--- src/rtl/vga_timing_ctrl.sv ---
// VGA raster timing master: scan counters, registered sync/blank/RGB pins,
// and a once-per-frame tick at the start of vertical blanking.
module vga_timing_ctrl #(
  parameter int H_ACTIVE = 640,
  parameter int H_FP     = 16,
  parameter int H_SYNC   = 96,
  parameter int H_BP     = 48,
  parameter int V_ACTIVE = 480,
  parameter int V_FP     = 10,
  parameter int V_SYNC   = 2,
  parameter int V_BP     = 33,
  parameter int SYNC_POL = 0
) (
  input  logic        iCLK,
  input  logic        iRST_n,
  input  logic        iPIX_EN,
  input  logic        iVGA_R,
  input  logic        iVGA_G,
  input  logic        iVGA_B,
  output logic [10:0] oVGA_X,
  output logic [9:0]  oVGA_Y,
  output logic        oVGA_HS,
  output logic        oVGA_VS,
  output logic        oVGA_BLANK_n,
  output logic        oVGA_R,
  output logic        oVGA_G,
  output logic        oVGA_B,
  output logic        oFRAME_TICK
);

  localparam logic [10:0] H_LAST       = 11'(H_ACTIVE + H_FP + H_SYNC + H_BP - 1);
  localparam logic [10:0] H_ACT        = 11'(H_ACTIVE);
  localparam logic [10:0] H_SYNC_START = 11'(H_ACTIVE + H_FP);
  localparam logic [10:0] H_SYNC_END   = 11'(H_ACTIVE + H_FP + H_SYNC);
  localparam logic [9:0]  V_LAST       = 10'(V_ACTIVE + V_FP + V_SYNC + V_BP - 1);
  localparam logic [9:0]  V_ACT        = 10'(V_ACTIVE);
  localparam logic [9:0]  V_ACT_LAST   = 10'(V_ACTIVE - 1);
  localparam logic [9:0]  V_SYNC_START = 10'(V_ACTIVE + V_FP);
  localparam logic [9:0]  V_SYNC_END   = 10'(V_ACTIVE + V_FP + V_SYNC);
  localparam logic        SYNC_ACT     = (SYNC_POL != 0);

  logic [10:0] h_q, h_d;
  logic [9:0]  v_q, v_d;
  logic        hs_q, hs_d;
  logic        vs_q, vs_d;
  logic        blank_n_q, blank_n_d;
  logic        r_q, r_d, g_q, g_d, b_q, b_d;
  logic        frame_tick_q, frame_tick_d;
  logic        active, h_in_sync, v_in_sync;

  // Decode the current counter position into active/sync windows and X/Y.
  always_comb begin
    active    = (h_q < H_ACT) && (v_q < V_ACT);
    h_in_sync = (h_q >= H_SYNC_START) && (h_q < H_SYNC_END);
    v_in_sync = (v_q >= V_SYNC_START) && (v_q < V_SYNC_END);
    oVGA_X    = active ? h_q : '0;
    oVGA_Y    = active ? v_q : '0;
  end

  // Next-state: advance counters and capture pin values only on pixel ticks.
  always_comb begin
    h_d          = h_q;
    v_d          = v_q;
    hs_d         = hs_q;
    vs_d         = vs_q;
    blank_n_d    = blank_n_q;
    r_d          = r_q;
    g_d          = g_q;
    b_d          = b_q;
    frame_tick_d = 1'b0;
    if (iPIX_EN) begin
      if (h_q == H_LAST) begin
        h_d = '0;
        v_d = (v_q == V_LAST) ? '0 : v_q + 10'd1;
      end else begin
        h_d = h_q + 11'd1;
      end
      hs_d         = h_in_sync ? SYNC_ACT : ~SYNC_ACT;
      vs_d         = v_in_sync ? SYNC_ACT : ~SYNC_ACT;
      blank_n_d    = active;
      r_d          = iVGA_R & active;
      g_d          = iVGA_G & active;
      b_d          = iVGA_B & active;
      // The tick leaves the counters at (0, V_ACTIVE): first blanking line.
      frame_tick_d = (h_q == H_LAST) && (v_q == V_ACT_LAST);
    end
  end

  // State and pin registers with synchronous active-low reset.
  always_ff @(posedge iCLK) begin
    if (!iRST_n) begin
      h_q          <= '0;
      v_q          <= '0;
      hs_q         <= ~SYNC_ACT;
      vs_q         <= ~SYNC_ACT;
      blank_n_q    <= 1'b0;
      r_q          <= 1'b0;
      g_q          <= 1'b0;
      b_q          <= 1'b0;
      frame_tick_q <= 1'b0;
    end else begin
      h_q          <= h_d;
      v_q          <= v_d;
      hs_q         <= hs_d;
      vs_q         <= vs_d;
      blank_n_q    <= blank_n_d;
      r_q          <= r_d;
      g_q          <= g_d;
      b_q          <= b_d;
      frame_tick_q <= frame_tick_d;
    end
  end

  assign oVGA_HS      = hs_q;
  assign oVGA_VS      = vs_q;
  assign oVGA_BLANK_n = blank_n_q;
  assign oVGA_R       = r_q;
  assign oVGA_G       = g_q;
  assign oVGA_B       = b_q;
  assign oFRAME_TICK  = frame_tick_q;

endmodule

--- config.mk ---
export PLATFORM = sky130hd
export DESIGN_NAME = vga_timing_ctrl
export DESIGN_NICKNAME = d
export VERILOG_FILES = /design/src/rtl/vga_timing_ctrl.sv
export SDC_FILE = /design/constraint.sdc
export NUM_CORES = 1
export LEC_CHECK = 0
export BUFFER_PORTS_ARGS = -buffer_cell sky130_fd_sc_hd__buf_2
export CORE_MARGIN = 5
export CORE_UTILIZATION = 40
export CTS_BUF_LIST = sky130_fd_sc_hd__clkbuf_4
export CTS_CLUSTER_SIZE = 14
export DETAILED_ROUTE_END_ITERATION = 16
export PLACE_DENSITY_LB_ADDON = 0.12
export SLEW_MARGIN = 20
export SYNTH_ARGS = -nofsm -noshare
export SYNTH_HDL_FRONTEND = slang
export SYNTH_SLANG_ARGS = --single-unit
--- constraint.sdc ---
create_clock -name iCLK -period 3.8 [get_ports iCLK]
set_input_delay 0.76 -clock iCLK [delete_from_list [all_inputs] [get_ports iCLK]]
set_output_delay 0.76 -clock iCLK [all_outputs]
set_load 0.05 [all_outputs]
==> out/metrics.cfg <==
[clock_tree]
cts_tree = yes
cts_max_path_buffers = 2
holdBufCountCts = 0
cts_made_buffers = 3
htreeDepth = 1
cts-root-buf = clkbuf_4
clkTransAtPathRegs_ps = 160
worstSkewPairLatency_ps = 330
post_cts.repair.setup_buffers = 0
cts_sinks = 28
cts_resized = 0

[route]
wire_per_inst_um = 13.8
viasPerCell = 5.52
wl_met2_mm = 1.59
post-route-drc-count = 0
first_pass_iters = 4
top_layer = met4
drtAntennaViolNets = 0
routed_wl_mm = 3.48
first_iter_violations = 66
wl_met3_um = 205
met1_length_mm = 1.63
vias = 1392

[logic_synthesis]
synth_seq_cells = 28
synthArstFlopShare = 0
ys_seq_area_frac = 0.354
synthTopCellsByCount = dfxtp_1, and2_1, nand3_1
ys_types = 41
yosysMostFrequentCell = dfxtp_1
synth_top_area_frac = 0.354
yosys.area.top_type = dfxtp_1
syn-instance-count = 178
synthTopCellsByArea = dfxtp_1, and2_1, xor2_1
synthesis.area_um2 = 1580
ys.warnings.count = 0
synth_edf_count = 0
synth_flop_cell = dfxtp_1
avgSynthCellArea_um2 = 8.90

[pwr]
power.density_nw_per_um2 = 271
ir_worst_vdd_mv = 0.123
finalPower_mw = 0.478
power_leakage_nw = 0.747

[floorplanning]
die_h_um = 72.9
initial_core_util = 0.423
std_cell_rows = 22
die_width_um = 72.9
dieArea_um2 = 5320
coreArea_um2 = 3740
num_io_pins = 34

[finish]
area.growth.synth_to_final_pct = 11.2
num-fill-cells = 391
finalNonFillerCells = 252
fin_nets = 214
drive_gt1_frac = 0.216
insertedDiodeCount = 0
post-route-util = 0.471

[timing]
rsz0062_at_grt = false
skew_ps = 5.45
clock.fmax_mhz = 324
hold_violations = 0
tightest_slew_ps = 937
fin_crit_sh = 0.812
relSlewSlack = 0.373
final_max_slew_viol_count = 0
setup_tns_ps = 0
setup_violations = 0
period_minus_slack_ps = 3080
holdWs_ps = 491

[critical_path]
startpoint_type = flop
worstPathRequired_ps = 3040
cp-end-kind = output port
critPathKind = reg2out
crit_fanout = 23
worstPathArrival_ps = 2320

[run_status]
status = completed

[hold_path]
hold_path.class = reg2reg

[global_routing]
globalRoute.totalOverflow = 0
grt_antenna_before_repair = 0
grt_pass1_vias = 1174
grt_max_degree = 24
grt_pass1_wl_mm = 5.58
track_usage = 0.130

[run]
cap_viol_max_count = 0

[placed_design]
dp.cells = 248
portBuffers = 31
place.gp.congestion = 0.914
dp.final_hpwl_mm = 2.53

[power by group]
group	internal (mW)	leakage (nW)	switching, mW
sequential	0.298	0.227	0.00329
combinational	0.0126	0.505	0.0334
clock	0.0386	0.0154	0.0915
total	0.350	0.747	0.128
[cells in the final DEF (no fill, tap or decap), types with 2 or more instances in the layout]
cell type	Yosys	routed
a21boi_0	6	6
or4_1	2	2
ha_1	3	3
inv_1	3	3
o21ai_0	4	4
a21oi_1	5	5
nand3_1	13	13
xnor2_1	3	3
mux2i_1	2	2
nand4_1	9	9
conb_1	1	2
nor2_1	12	12
and2_1	21	21
nand2b_1	4	4
nor3_1	3	3
o31ai_1	2	2
nand2_1	8	8
xor2_1	10	10
dfxtp_1	28	28
nor4b_4	2	2
clkbuf_4	0	3
and4_2	2	2
nor4b_1	3	3
and4_1	3	3
and3_1	5	5
buf_2	0	31
[final timing paths]
path | from | endpoint | slack (ps) | cells past startpoint
hold reg to reg | oVGA_R | oVGA_R | 490 | 2
hold / removal | oVGA_R | oVGA_R | 490 | 2
setup / recovery | h_q[8] | oVGA_Y[0] | 720 | 4
setup reg to reg | h_q[8] | oVGA_B | 1870 | 4
[per-stage QoR]
step	setup WS [ps]	instance area [um^2]
global placement	1170	1740
finish	716	1760
floorplan	1450	1590
global route	526	1760
CTS	709	1760
detailed placement	1110	1740
[per-layer routing]
metal,track usage,vias to the layer above
li1,-,683
met1,0.180,663
met2,0.202,40
met3,0.0262,6
met4,0.0430,0
met5,0,-
[state kept, by name (all words and copies together), names as in the netlist]
register and flops:
oVGA_BLANK_n 1, oVGA_HS 1, oFRAME_TICK 1, oVGA_G 1, oVGA_VS 1, oVGA_R 1, v_q 10, h_q 11
oVGA_B 1
[area by class of cell]
| cell class | count | area (um^2) | share of cell area |
|---|---|---|---|
| clock buffers | 3 | 22.5 | 0.0128 |
| clock inverters | 1 | 3.75 | 0.00213 |
| inverters | 3 | 11.3 | 0.00639 |
| multi-input cells | 138 | 948 | 0.538 |
| flip-flops and latches | 28 | 561 | 0.318 |
| well taps | 48 | 60.1 | 0.0341 |
| repair buffers | 31 | 155 | 0.0881 |
[logic make-up (layout without fill, tap and decap cells)]
logic type               Yosys count  after routing  share of synthesized area
AND/OR/NAND/NOR                   99             99                      0.410
flip-flops                        28             28                      0.354
AO/OA/AOI/OAI                     19             19                     0.0758
XOR/XNOR                          13             13                     0.0719
buffers and inverters             13             38                     0.0498
adder cells (fa/ha/maj)            3              3                     0.0237
multiplexers                       2              2                     0.0126
other                              1              2                    0.00237
[critical path, cell delays in order (launching register included)]
cell and delay, ps:
dfxtp_1 410, o21ai_0 260, nor4b_4 820, and2_1 230, buf_2 260
Note: power is estimated with default switching activity, not from simulation.
